<file path="src/rtl/cache_mem_arbiter.sv">
// Arbitrates the icache and dcache onto a single-ported RAM with data priority.
// Optional instruction anti-starvation counter enabled by defining ARB_ANTI_STARVE_EN.
module cache_mem_arbiter #(
    parameter int WORD_W     = 32,
    parameter int STARVE_LIM = 4
) (
    input  logic              CLK,
    input  logic              nRST,
    input  logic              iREN,
    input  logic [WORD_W-1:0] iaddr,
    output logic              iwait,
    output logic [WORD_W-1:0] iload,
    input  logic              dREN,
    input  logic              dWEN,
    input  logic [WORD_W-1:0] daddr,
    input  logic [WORD_W-1:0] dstore,
    output logic              dwait,
    output logic [WORD_W-1:0] dload,
    output logic              ramREN,
    output logic              ramWEN,
    output logic [WORD_W-1:0] ramaddr,
    output logic [WORD_W-1:0] ramstore,
    input  logic [WORD_W-1:0] ramload,
    input  logic [1:0]        ramstate,
    output logic              ram_err
);

    localparam logic [1:0] RAM_ACCESS = 2'd2;
    localparam logic [1:0] RAM_ERROR  = 2'd3;

    typedef enum logic [1:0] {
        IDLE = 2'd0,
        IGNT = 2'd1,
        DGNT = 2'd2
    } state_t;

    state_t state_reg, state_next;
    logic   ram_err_reg, ram_err_next;
    logic   dreq;
    logic   d_done, i_done;
    logic   i_first;

    assign dreq   = dREN | dWEN;
    assign d_done = (state_reg == DGNT) && (ramstate == RAM_ACCESS);
    assign i_done = (state_reg == IGNT) && (ramstate == RAM_ACCESS);

`ifdef ARB_ANTI_STARVE_EN
    localparam int CNT_W = $clog2(STARVE_LIM + 1);

    logic [CNT_W-1:0] starve_reg, starve_next;

    // Counts back-to-back data completions that happened while an instruction fetch waited.
    always_comb begin
        starve_next = starve_reg;
        if (i_done) begin
            starve_next = '0;
        end else if (d_done) begin
            if (!iREN)
                starve_next = '0;
            else if (starve_reg != CNT_W'(STARVE_LIM))
                starve_next = starve_reg + CNT_W'(1);
        end
    end

    always_ff @(posedge CLK or negedge nRST) begin
        if (!nRST)
            starve_reg <= '0;
        else
            starve_reg <= starve_next;
    end

    assign i_first = iREN && (starve_reg == CNT_W'(STARVE_LIM));
`else
    logic unused_starve_lim;
    assign unused_starve_lim = (STARVE_LIM > 0);
    assign i_first           = 1'b0;
`endif

    always_ff @(posedge CLK or negedge nRST) begin
        if (!nRST) begin
            state_reg   <= IDLE;
            ram_err_reg <= 1'b0;
        end else begin
            state_reg   <= state_next;
            ram_err_reg <= ram_err_next;
        end
    end

    assign ram_err = ram_err_reg;

    always_comb begin
        state_next   = state_reg;
        ram_err_next = ram_err_reg;
        iwait        = 1'b1;
        dwait        = 1'b1;
        iload        = '0;
        dload        = '0;
        ramREN       = 1'b0;
        ramWEN       = 1'b0;
        ramaddr      = '0;
        ramstore     = '0;

        case (state_reg)
            IDLE: begin
                if (i_first)
                    state_next = IGNT;
                else if (dreq)
                    state_next = DGNT;
                else if (iREN)
                    state_next = IGNT;
            end
            DGNT: begin
                ramaddr  = daddr;
                ramstore = dstore;
                ramWEN   = dWEN;
                ramREN   = dREN & ~dWEN;
                if (ramstate == RAM_ACCESS) begin
                    dwait      = 1'b0;
                    dload      = ramload;
                    state_next = IDLE;
                end else if (!dreq) begin
                    state_next = IDLE;
                end
                if (ramstate == RAM_ERROR)
                    ram_err_next = 1'b1;
            end
            IGNT: begin
                ramaddr = iaddr;
                ramREN  = iREN;
                if (ramstate == RAM_ACCESS) begin
                    iwait      = 1'b0;
                    iload      = ramload;
                    state_next = IDLE;
                end else if (!iREN) begin
                    state_next = IDLE;
                end
                if (ramstate == RAM_ERROR)
                    ram_err_next = 1'b1;
            end
            default: state_next = IDLE;
        endcase
    end

endmodule

</file>
<file path="config.mk">
export PLATFORM = sky130hd
export DESIGN_NAME = cache_mem_arbiter
export DESIGN_NICKNAME = d
export VERILOG_FILES = /design/src/rtl/cache_mem_arbiter.sv
export SDC_FILE = /design/constraint.sdc
export NUM_CORES = 1
export LEC_CHECK = 0
export ABC_AREA = 0
export BUFFER_PORTS_ARGS = -buffer_cell sky130_fd_sc_hd__buf_2
export CAP_MARGIN = 30
export CORE_AREA = 3 3 103 105
export CTS_CLUSTER_SIZE = 40
export DETAILED_ROUTE_END_ITERATION = 10
export DIE_AREA = 0 0 106 108
export HOLD_SLACK_MARGIN = 0.12
export PLACE_DENSITY = 0.5
export SETUP_SLACK_MARGIN = 0.5
export SYNTH_ARGS = -nofsm -noshare
export SYNTH_HDL_FRONTEND = slang
export SYNTH_SLANG_ARGS = --single-unit
</file>
<file path="constraint.sdc">
create_clock -name CLK -period 1.75 [get_ports CLK]
set_input_delay 0.0875 -clock CLK [delete_from_list [all_inputs] [get_ports CLK]]
set_output_delay 0.0875 -clock CLK [all_outputs]
set_load 0.05 [all_outputs]
</file>
==> results of run 1 <==
cells in the final DEF (no fill, tap or decap), types with 2 or more instances in the layout:
cell type / Yosys / final
nor2b_2: 0 / 2
clkbuf_8: 0 / 3
nand2_4: 0 / 2
buf_8: 0 / 48
nand2_1: 5 / 3
a22oi_2: 0 / 30
inv_4: 0 / 2
buf_4: 2 / 12
buf_6: 5 / 76
clkbuf_16: 0 / 7
buf_2: 4 / 135
dfrtp_2: 0 / 2
and2_4: 0 / 10
ha_4: 0 / 4
buf_12: 0 / 20
o21ai_1: 1 / 2
nor2b_4: 1 / 31
and2_2: 0 / 24
and3_4: 0 / 62
a22oi_1: 32 / 2
and3_2: 0 / 2
how the worst max path moves through the flow:
stage	slack [ns]	depth (start not counted)	endpoint	start
2_1_floorplan	0.35	5	ramaddr[15]	state_reg[0]$_DFFE_PN0P_
3_3_place_gp	0.12	7	state_reg[0]$_DFFE_PN0P_	state_reg[1]$_DFFE_PN0P_
3_5_place_dp	0.12	7	state_reg[0]$_DFFE_PN0P_	state_reg[1]$_DFFE_PN0P_
4_1_cts	0.002	6	ramaddr[17]	state_reg[0]$_DFFE_PN0P_
5_1_grt	-0.009	6	ramaddr[13]	state_reg[0]$_DFFE_PN0P_
6_report	0.05	6	ramaddr[1]	state_reg[0]$_DFFE_PN0P_
cell families (layout without fill, tap and decap cells):
group                    Yosys count  in the layout  share of synthesized area [%]
AND/OR/NAND/NOR                  137            137                           58.9
AO/OA/AOI/OAI                     40             40                           20.2
buffers and inverters             30            307                           11.4
adder cells (fa/ha/maj)            5              5                           4.32
flip-flops                         3              3                           5.18
other                              0              1                              0
worst reg2reg max path, delay by kind of cell (launching register included):
kind / cells / cell delay, ns
AND/OR/NAND/NOR: 1 / 0.07
AO/OA/AOI/OAI: 3 / 0.44
flip-flops: 1 / 0.42
adder cells (fa/ha/maj): 1 / 0.17
buffers and inverters: 3 / 0.36
area by class of cell:
cell class / instances / share of cell area, %
sequential: 3 / 1.47
timing repair buffer: 300 / 55.9
multi-input combinational: 182 / 38.3
tap: 133 / 3.15
antenna: 1 / 0.0473
inverter: 3 / 0.308
clock buffer: 4 / 0.852
metrics by stage:
step,std cells,instance area [µm²],setup WS [ns],TNS (ns)
floorplan,215,2130,0.354,0
global placement,598,3670,0.121,0
detailed placement,598,3670,0.124,0
CTS,604,3970,0.00227,0
global route,626,5290,-0.00861,-0.0151
finish,626,5290,0.0540,0
power breakdown:
part	switching [W]	internal (W)
logic	0.00410	0.00362
clock network	0.0000474	0.000155
registers	0.0000336	0.0000955
total	0.00418	0.00387
per-layer routing:
layer	up-vias	part of all wire, %
met5	-	0
met4	0	0.98
met3	6	7.2
met2	156	58
met1	1327	34
li1	1325	-
what timing repair did:
item / in CTS / in global routing
gates cloned: 1 / 11
endpoints found under the setup margin: 134 / 134
gates resized for setup: 79 / 321
hold buffers: 1 / 0
setup buffers: 0 / 10
hold endpoints to repair: 3 / 0
pin swaps: 0 / 33
==> impl_results.md, run 1 <==
* Yosys reg bits at 3
* CP startpoint kind: register
* Vias at 2814
* GRT met3 Usage at 3.40%
* Static leakage power at 2.45 nW
* Die height at 108 µm
* Commonest cells in the synthesized netlist: and3_1 (64), and2_1 (34), a22oi_1 (32), nor2b_1 (32), clkbuf_1 (14)
* Reg clk slew, reported paths at 0.03 ns
* Status: completed
* Rows at 36
* Critical-path top delay cell: dfrtp_2
* Cell area after synthesis at 0.00145 mm²
* Crit-path cells: ha_4 -> buf_12 -> clkbuf_16 -> a22oi_2 -> nor2b_4 -> buf_4
* Worst r2r src: state_reg[1]$_DFFE_PN0P_
* Async SR Flop Fraction at 100%
* I/O Pins at 268
* Final nets at 633
* Max_cap viols at 0
* Reg2Reg Depth at 8
* Worst Hold Path Cells at 2
* Area contributors post-synth: and3_1 (28%), a22oi_1 (17%), and2_1 (15%)
* Seq/Total Area, Yosys at 5.18%
* Synthesis warning total at 0
* Number of remaining DRC errors at 0
* PwrDens at 1520 mW/mm²
* CP max stage delay at 0.45 ns
* Yosys cell types at 22
* Hold path startpoint: ramstate[1]
* Detailed Route WL at 11000 µm
* Die ar. at 0.0114 mm²
* # setup viols final at 0
* Ratio of cells with drive above 1 in the final layout at 96.5%
* Area Growth Syn to Fin at 265%
* GR Overflow Total at 0
* Global-route wire length before repair at 13200 µm
* Clk_skew at 0.00370 ns
* Mapped Nets at 355
* Initial antenna violation count at 1
* Later-pin clock latency in the skew report at 0.22 ns
* Synth Flop Type: dfrtp_1
* FILL cells at 862
* Hold crit path type: in -> reg
* Pins Over Slew Limit at 0
* CP Buf/Inv Count at 3
* Largest area contributor in the netlist: and3_1
* Fmax at 0.590 GHz
* Post-synth EDFFs at 0
* Max_slew headroom at 80.3%
* Vias in the first global route at 2578
* Detail-routed via count per cell at 4.50
* Clock root cell: clkbuf_8
* GRT busiest layer: met2
* Multi-input gate area at 0.00202 mm²
* Final ANT Viol Nets at 0
* CTS tree: yes
* RSZ-0062 raised after global routing: true
* Kind of critical path: reg -> out
* Max reg flops at 2
* Starting DRT DRC Count at 92
* Worst-margin pin slew at 0.297 ns
* Tcrit/Tclk final at 96.9%
* Drt pass-1 iters at 4
* Crit path DAT at 1.61 ns
* Clk sink count at 3
* Worst-path maximum fanout at 6
* WP data required at 1.66 ns
* # H-tree levels at 1
* RePlAce Congestion at 0.794
* Hold path endpoint: ram_err$_DFFE_PN0P_
* Post-Syn Instances at 215
* Die X at 106 µm
* FF+latch area at 77.6 µm²
* Worst hold margin at 0.127 ns
* Most common cell in the netlist: and3_1
* Tot GR Track Use at 14.5%
* Final hold violations at 0
* Per-cell routed wire length at 17.5 µm
* Power, Total at 0.00806 W
* Crit end category: output pin
* Mean Syn Cell Area at 6.74 µm²
* Utilization after layout at 54.3%
* GR Util met1 at 15.1%
* Met2 Resource Use GR at 29.5%
* CTS Buffer Depth at 2
* Std-Cell Core Area at 0.00973 mm²
* Starting Density at 14.9%
* Final Critical Period at 1.70 ns
* Max VDD drop at 0.00105 V
* R2R Setup Slk at 0.17 ns
* FF-to-FF End: state_reg[0]$_DFFE_PN0P_
* Total CTS buffers at 3
* Family with the most delay on the worst path: buffers and inverters
* Port bufs at 267
* Post-synth top area share at 27.6%
* Dpl hpwl at 7520 µm
* Largest net degree at the start of global routing at 67
(Power assumes the default switching activity.)
==> run 2, diff against run 1 <==
==> config.mk (replaced) <==
export PLATFORM = sky130hd
export DESIGN_NAME = cache_mem_arbiter
export DESIGN_NICKNAME = d
export VERILOG_FILES = /design/src/rtl/cache_mem_arbiter.sv
export SDC_FILE = /design/constraint.sdc
export NUM_CORES = 1
export LEC_CHECK = 0
export ABC_AREA = 1
export BUFFER_PORTS_ARGS = -buffer_cell sky130_fd_sc_hd__buf_2
export CAP_MARGIN = 30
export CORE_AREA = 3 3 104 106
export CTS_CLUSTER_SIZE = 40
export DETAILED_ROUTE_END_ITERATION = 10
export DIE_AREA = 0 0 107 109
export HOLD_SLACK_MARGIN = 0.12
export PLACE_DENSITY = 0.49
export SETUP_SLACK_MARGIN = 0.2
export SYNTH_ARGS = -nofsm -noshare
export SYNTH_HDL_FRONTEND = slang
export SYNTH_SLANG_ARGS = --single-unit
==> impl_results.md, run 2 <==
* Status: completed
* Number of remaining DRC errors at 0
* Max_slew headroom at 82.5%
* Max VDD drop at 0.000745 V
* Area contributors post-synth: nand2_1 (27%), inv_1 (19%), nor2_1 (17%)
* Kind of critical path: reg -> out
* Placed instance count at 705
* Drt pass-1 iters at 4
* Static leakage power at 2.53 nW
* Crit path DAT at 1.60 ns
* Clk sink count at 3
* Yosys cell types at 14
* RSZ-0062 raised after global routing: true
* Synth Flop Type: dfrtp_1
* CP startpoint kind: register
* Crit end category: output pin
* Most common cell after layout, fill and taps aside: buf_2
* Tot GR Track Use at 13.5%
* Later-pin clock latency in the skew report at 0.22 ns
* Reg2Reg Depth at 8
* GR Overflow Total at 0
* Initial antenna violation count at 0
* Seq/Total Area, Yosys at 5.29%
* Reg clk slew, reported paths at 0.03 ns
* Die height at 109 µm
* Largest area contributor in the netlist: nand2_1
* Ratio of cells with drive above 1 in the final layout at 69.9%
* CTS tree: yes
* I/O Pins at 268
* PwrDens at 1310 mW/mm²
* Final ANT Viol Nets at 0
* Mean Syn Cell Area at 4.51 µm²
* Vias in the first global route at 2628
* Port bufs at 267
* Max_cap viols at 0
* Async SR Flop Fraction at 100%
* Hold crit path type: in -> reg
* Area Growth Syn to Fin at 218%
* Final nets at 735
* Rows at 36
* Vias at 2978
* Post-synth top area share at 27.5%
* Total CTS buffers at 3
* Die ar. at 0.0117 mm²
* # H-tree levels at 1
* Yosys reg bits at 3
* Worst-margin pin slew at 0.265 ns
* Critical path startpoint: state_reg[1]$_DFFE_PN0P_
* Worst setup margin at 0.0621 ns
* Fmax at 0.592 GHz
* Largest net degree at the start of global routing at 33
* ANT cells at 0
* Commonest cells in the synthesized netlist: nand2_1 (104), inv_1 (73), nor2_1 (66)
* Power, Total at 0.00593 W
* Starting Density at 14.4%
* Worst r2r src: state_reg[0]$_DFFE_PN0P_
* Final hold violations at 0
* FF-to-FF End: state_reg[1]$_DFFE_PN0P_
* Die X at 107 µm
* Starting DRT DRC Count at 155
* Tcrit/Tclk final at 96.5%
* Final Non-Filler Cells at 727
* Place WS at 0.132 ns
* Synthesis warning total at 0
* CP endpoint: ramstore[1]
* RePlAce Congestion at 0.774
* WP data required at 1.66 ns
* Max reg flops at 2
* Utilization after layout at 45.8%
* Most common cell in the netlist: nand2_1
* Mapped Nets at 455
* Detail-routed via count per cell at 4.10
* Clock root cell: clkbuf_8
* Per-cell routed wire length at 14.1 µm
* Cell area after synthesis at 0.00142 mm²
* R2R Setup Slk at 0.24 ns
* Pins Over Slew Limit at 0
* Std-Cell Core Area at 0.00986 mm²
* Detailed Route WL at 10300 µm
* Global-route wire length before repair at 12700 µm
* Worst-path maximum fanout at 7
* Post-Syn Instances at 315
* Post-synth EDFFs at 0
* Clk_skew at 0.00366 ns
* Dpl hpwl at 6740 µm
* CTS Buffer Depth at 2
* # setup viols final at 0
* Final Critical Period at 1.69 ns
* Most frequent cells in the layout: buf_2 (138), buf_6 (123), nand2_1 (90), inv_1 (66), nor2_2 (59)
* Final setup TNS at 0 ns
==> run 2: cell types whose count changed after synthesis, sizes merged, moves of 9 or more <==
cell / change
nand2: +101
inv: +71
nor2: +66
and3: -64
and2: -34
nor2b: -33
a22oi: -32
a21oi: +31
clkbuf: -16
buf: +9
==> run 2: area by class of cell <==
cell class	count	area [µm²]
timing repair buffer	295	2620
multi-input combinational	218	1340
sequential	3	75.1
fill	977	5340
clock buffer	4	45.0
tap	133	166
inverter	74	278
==> run 2: critical path: stages (launching register included) <==
cell and delay, ns:
dfrtp_1 0.40, buf_6 0.14, ha_4 0.16, buf_12 0.14
buf_12 0.14, clkbuf_16 0.15, nand2_1 0.06, inv_1 0.05
buf_6 0.14
==> run 2: logic make-up (layout without fill, tap and decap cells) <==
logic type               count (synthesis)  count (layout)  share of synthesized area [%]
adder cells (fa/ha/maj)                  5               5                           4.41
buffers and inverters                   94             373                           29.6
flip-flops                               3               3                           5.29
AND/OR/NAND/NOR                        179             179                           48.5
AO/OA/AOI/OAI                           34              34                           12.2
==> run 2: routing by layer <==
metal  vias up  GRT usage, %  part of all wire [%]
met5         -             0                     0
met4         0          1.46                   1.5
met3        14          3.14                   7.6
met2       166          27.5                    56
met1      1334          14.4                    35
li1       1464             -                     -
==> run 2: what timing repair did <==
item,CTS,global route
pin swaps,1,15
gates cloned,2,8
resized for setup,143,196
hold buffers,1,0
hold endpoints to repair,3,0
setup buffers,3,4
setup endpoints to repair,131,129
==> run 2: worst min-delay path by stage <==
stage	to	cells past startpoint	from
2_1_floorplan	ram_err$_DFFE_PN0P_	0	nRST
3_3_place_gp	state_reg[1]$_DFFE_PN0P_	1	nRST
3_5_place_dp	state_reg[1]$_DFFE_PN0P_	1	nRST
4_1_cts	ram_err$_DFFE_PN0P_	2	ramstate[1]
5_1_grt	ram_err$_DFFE_PN0P_	2	ramstate[1]
6_report	ram_err$_DFFE_PN0P_	2	ramstate[1]
==> run 2: per-stage QoR <==
| step | hold WS, ns | cell area [µm²] |
|---|---|---|
| after floorplan | -0.208 | 1670 |
| after global placement | -0.112 | 3180 |
| after CTS | 0.130 | 3730 |
| after global routing | 0.132 | 4520 |
| final | 0.139 | 4520 |
| after detailed placement | -0.111 | 3180 |
==> run 2: report_power, final <==
part	switching, W	leakage [nW]	internal, W
sequential	0.0000158	0.0346	0.0000866
clock	0.0000451	0.0228	0.000155
combinational	0.00345	2.48	0.00218
==> run 3, diff against run 2 <==
--- a/config.mk
+++ b/config.mk
@@ -8,12 +8,14 @@
 export ABC_AREA = 1
 export BUFFER_PORTS_ARGS = -buffer_cell sky130_fd_sc_hd__buf_2
 export CAP_MARGIN = 30
-export CORE_AREA = 3 3 104 106
+export CORE_AREA = 3 3 102 104
+export CTS_BUF_LIST = sky130_fd_sc_hd__clkbuf_2
 export CTS_CLUSTER_SIZE = 40
 export DETAILED_ROUTE_END_ITERATION = 10
-export DIE_AREA = 0 0 107 109
+export DIE_AREA = 0 0 105 107
 export HOLD_SLACK_MARGIN = 0.12
-export PLACE_DENSITY = 0.49
+export PLACE_DENSITY = 0.51
+export REMOVE_ABC_BUFFERS = 1
 export SETUP_SLACK_MARGIN = 0.2
 export SYNTH_ARGS = -nofsm -noshare
 export SYNTH_HDL_FRONTEND = slang
==> impl_results.md, run 3 (synthesis results as in run 2) <==
* Crit end category: output pin
* Max VDD drop at 0.00110 V
* Fmax at 0.595 GHz
* Clock root cell: clkbuf_2
* Family with the most delay on the worst path: buffers and inverters
* Initial antenna violation count at 0
* # H-tree levels at 1
* Worst-path maximum fanout at 8
* CP most frequent cell: buf_6
* Max reg flops at 2
* Crit-path cells: buf_6 -> ha_4 -> buf_6 -> clkbuf_16 -> nand2_1 -> a21oi_2 -> buf_6
* Static leakage power at 2.58 nW
* Kind of critical path: reg -> out
* Rows at 36
* Port bufs at 267
* Final Critical Period at 1.68 ns
* Final hold violations at 0
* Starting Density at 14.7%
* Area Growth Syn to Fin at 226%
* Largest net degree at the start of global routing at 36
* Most common cell after layout, fill and taps aside: buf_2
* Area post-placement at 0.00291 mm²
* Worst setup margin at 0.0697 ns
* Std-Cell Core Area at 0.00964 mm²
* Power, Total at 0.00616 W
* ANT cells at 0
* Status: completed
* Critical-path top delay cell: dfrtp_1
* Final instance area at 0.00463 mm²
* Clk_skew at 0.00115 ns
* Hold crit path type: in -> reg
* Drt pass-1 iters at 4
* Detailed Route WL at 11400 µm
* CP max stage delay at 0.39 ns
* Detail-routed via count per cell at 4.18
* RSZ-0062 raised after global routing: true
* GR Overflow Total at 0
* Place WS at 0.165 ns
* Tot GR Track Use at 13.9%
* Final ANT Viol Nets at 0
* Final nets at 736
* Total CTS buffers at 3
* I/O Pins at 268
* Global-route wire length before repair at 12800 µm
* Tcrit/Tclk final at 96.0%
* Max_slew headroom at 82.4%
* Reg clk slew, reported paths at 0.04 ns
* Pins Over Slew Limit at 0
* Later-pin clock latency in the skew report at 0.20 ns
* Dpl hpwl at 6790 µm
* # setup viols final at 0
* CP startpoint kind: register
* PwrDens at 1330 mW/mm²
* Die height at 107 µm
* RePlAce Congestion at 0.795
* CTS Buffer Depth at 2
* CP Buf/Inv Count at 4
* Clk sink count at 3
* Vias at 3046
* Die X at 105 µm
* Die ar. at 0.0112 mm²
* Max_cap viols at 0
* Per-cell routed wire length at 15.7 µm
* Vias in the first global route at 2672
* Crit path DAT at 1.59 ns
* Ratio of cells with drive above 1 in the final layout at 73.3%
* Number of remaining DRC errors at 0
* WP data required at 1.66 ns
* Worst-margin pin slew at 0.266 ns
* Starting DRT DRC Count at 137
* Most frequent cells in the layout: buf_2 (135), buf_6 (118), nand2_1 (81), inv_1 (60), nor2_2 (53)
* CTS tree: yes
[run 3: worst register-to-register path: stages, from the launching register on]
cell and delay, ns:
dfrtp_1 0.41, buf_6 0.14, ha_4 0.19, clkbuf_16 0.17
buf_6 0.13, buf_4 0.14, nand3_2 0.09, nand3_2 0.08
nand2_1 0.07, nand2_1 0.05
[run 3: final timing paths]
check | from | to | slack, ns | cells past startpoint
max in group asynchronous | nRST | state_reg[1]$_DFFE_PN0P_ | 1.42 | 2
min in group asynchronous | nRST | ram_err$_DFFE_PN0P_ | 0.22 | 2
worst max register to register | state_reg[1]$_DFFE_PN0P_ | state_reg[0]$_DFFE_PN0P_ | 0.16 | 9
worst max-delay path | state_reg[1]$_DFFE_PN0P_ | ramaddr[2] | 0.07 | 7
worst min register to register | ram_err$_DFFE_PN0P_ | ram_err$_DFFE_PN0P_ | 0.47 | 1
worst min-delay path | ramstate[1] | ram_err$_DFFE_PN0P_ | 0.15 | 2
[run 3: area by class of cell]
class	count	area, µm²
tap	133	166
multi-input combinational	218	1390
clock buffer	4	20.0
sequential	3	75.1
fill	935	5010
timing repair buffer	296	2700
inverter	74	283
[run 3: where the power goes]
group	switching [W]	total [W]	internal, W
registers	0.0000167	0.000103	0.0000864
logic	0.00364	0.00597	0.00232
clock network	0.0000334	0.0000937	0.0000603
total	0.00369	0.00616	0.00247
[run 3: layer usage]
layer | vias up | track usage [%] | part of all wire (%) | wire, µm
met5 | - | 0 | 0 | 0
met3 | 14 | 2.71 | 7.1 | 804
met1 | 1414 | 13.8 | 33 | 3780
met4 | 0 | 3.09 | 1.3 | 144
met2 | 156 | 29.1 | 59 | 6680
li1 | 1462 | - | - | -
[run 3: timing repair]
item | in CTS | in global routing
hold endpoints to repair | 3 | 0
setup endpoints to repair | 132 | 132
pin swaps | 0 | 26
gates resized for setup | 128 | 355
gates cloned | 1 | 12
hold buffers | 1 | 0
setup buffers | 2 | 6
[run 3: per-stage QoR]
stage / cells / hold slack, ns / TNS [ns] / util [%]
6_report: 728 / 0.149 / 0 / 48.0
5_1_grt: 728 / 0.160 / 0 / 48.0
2_1_floorplan: 295 / -0.208 / -81.01 / -
3_3_place_gp: 702 / -0.106 / 0 / 30.2
3_5_place_dp: 702 / -0.105 / 0 / 30.2
4_1_cts: 710 / 0.133 / 0 / 34.6
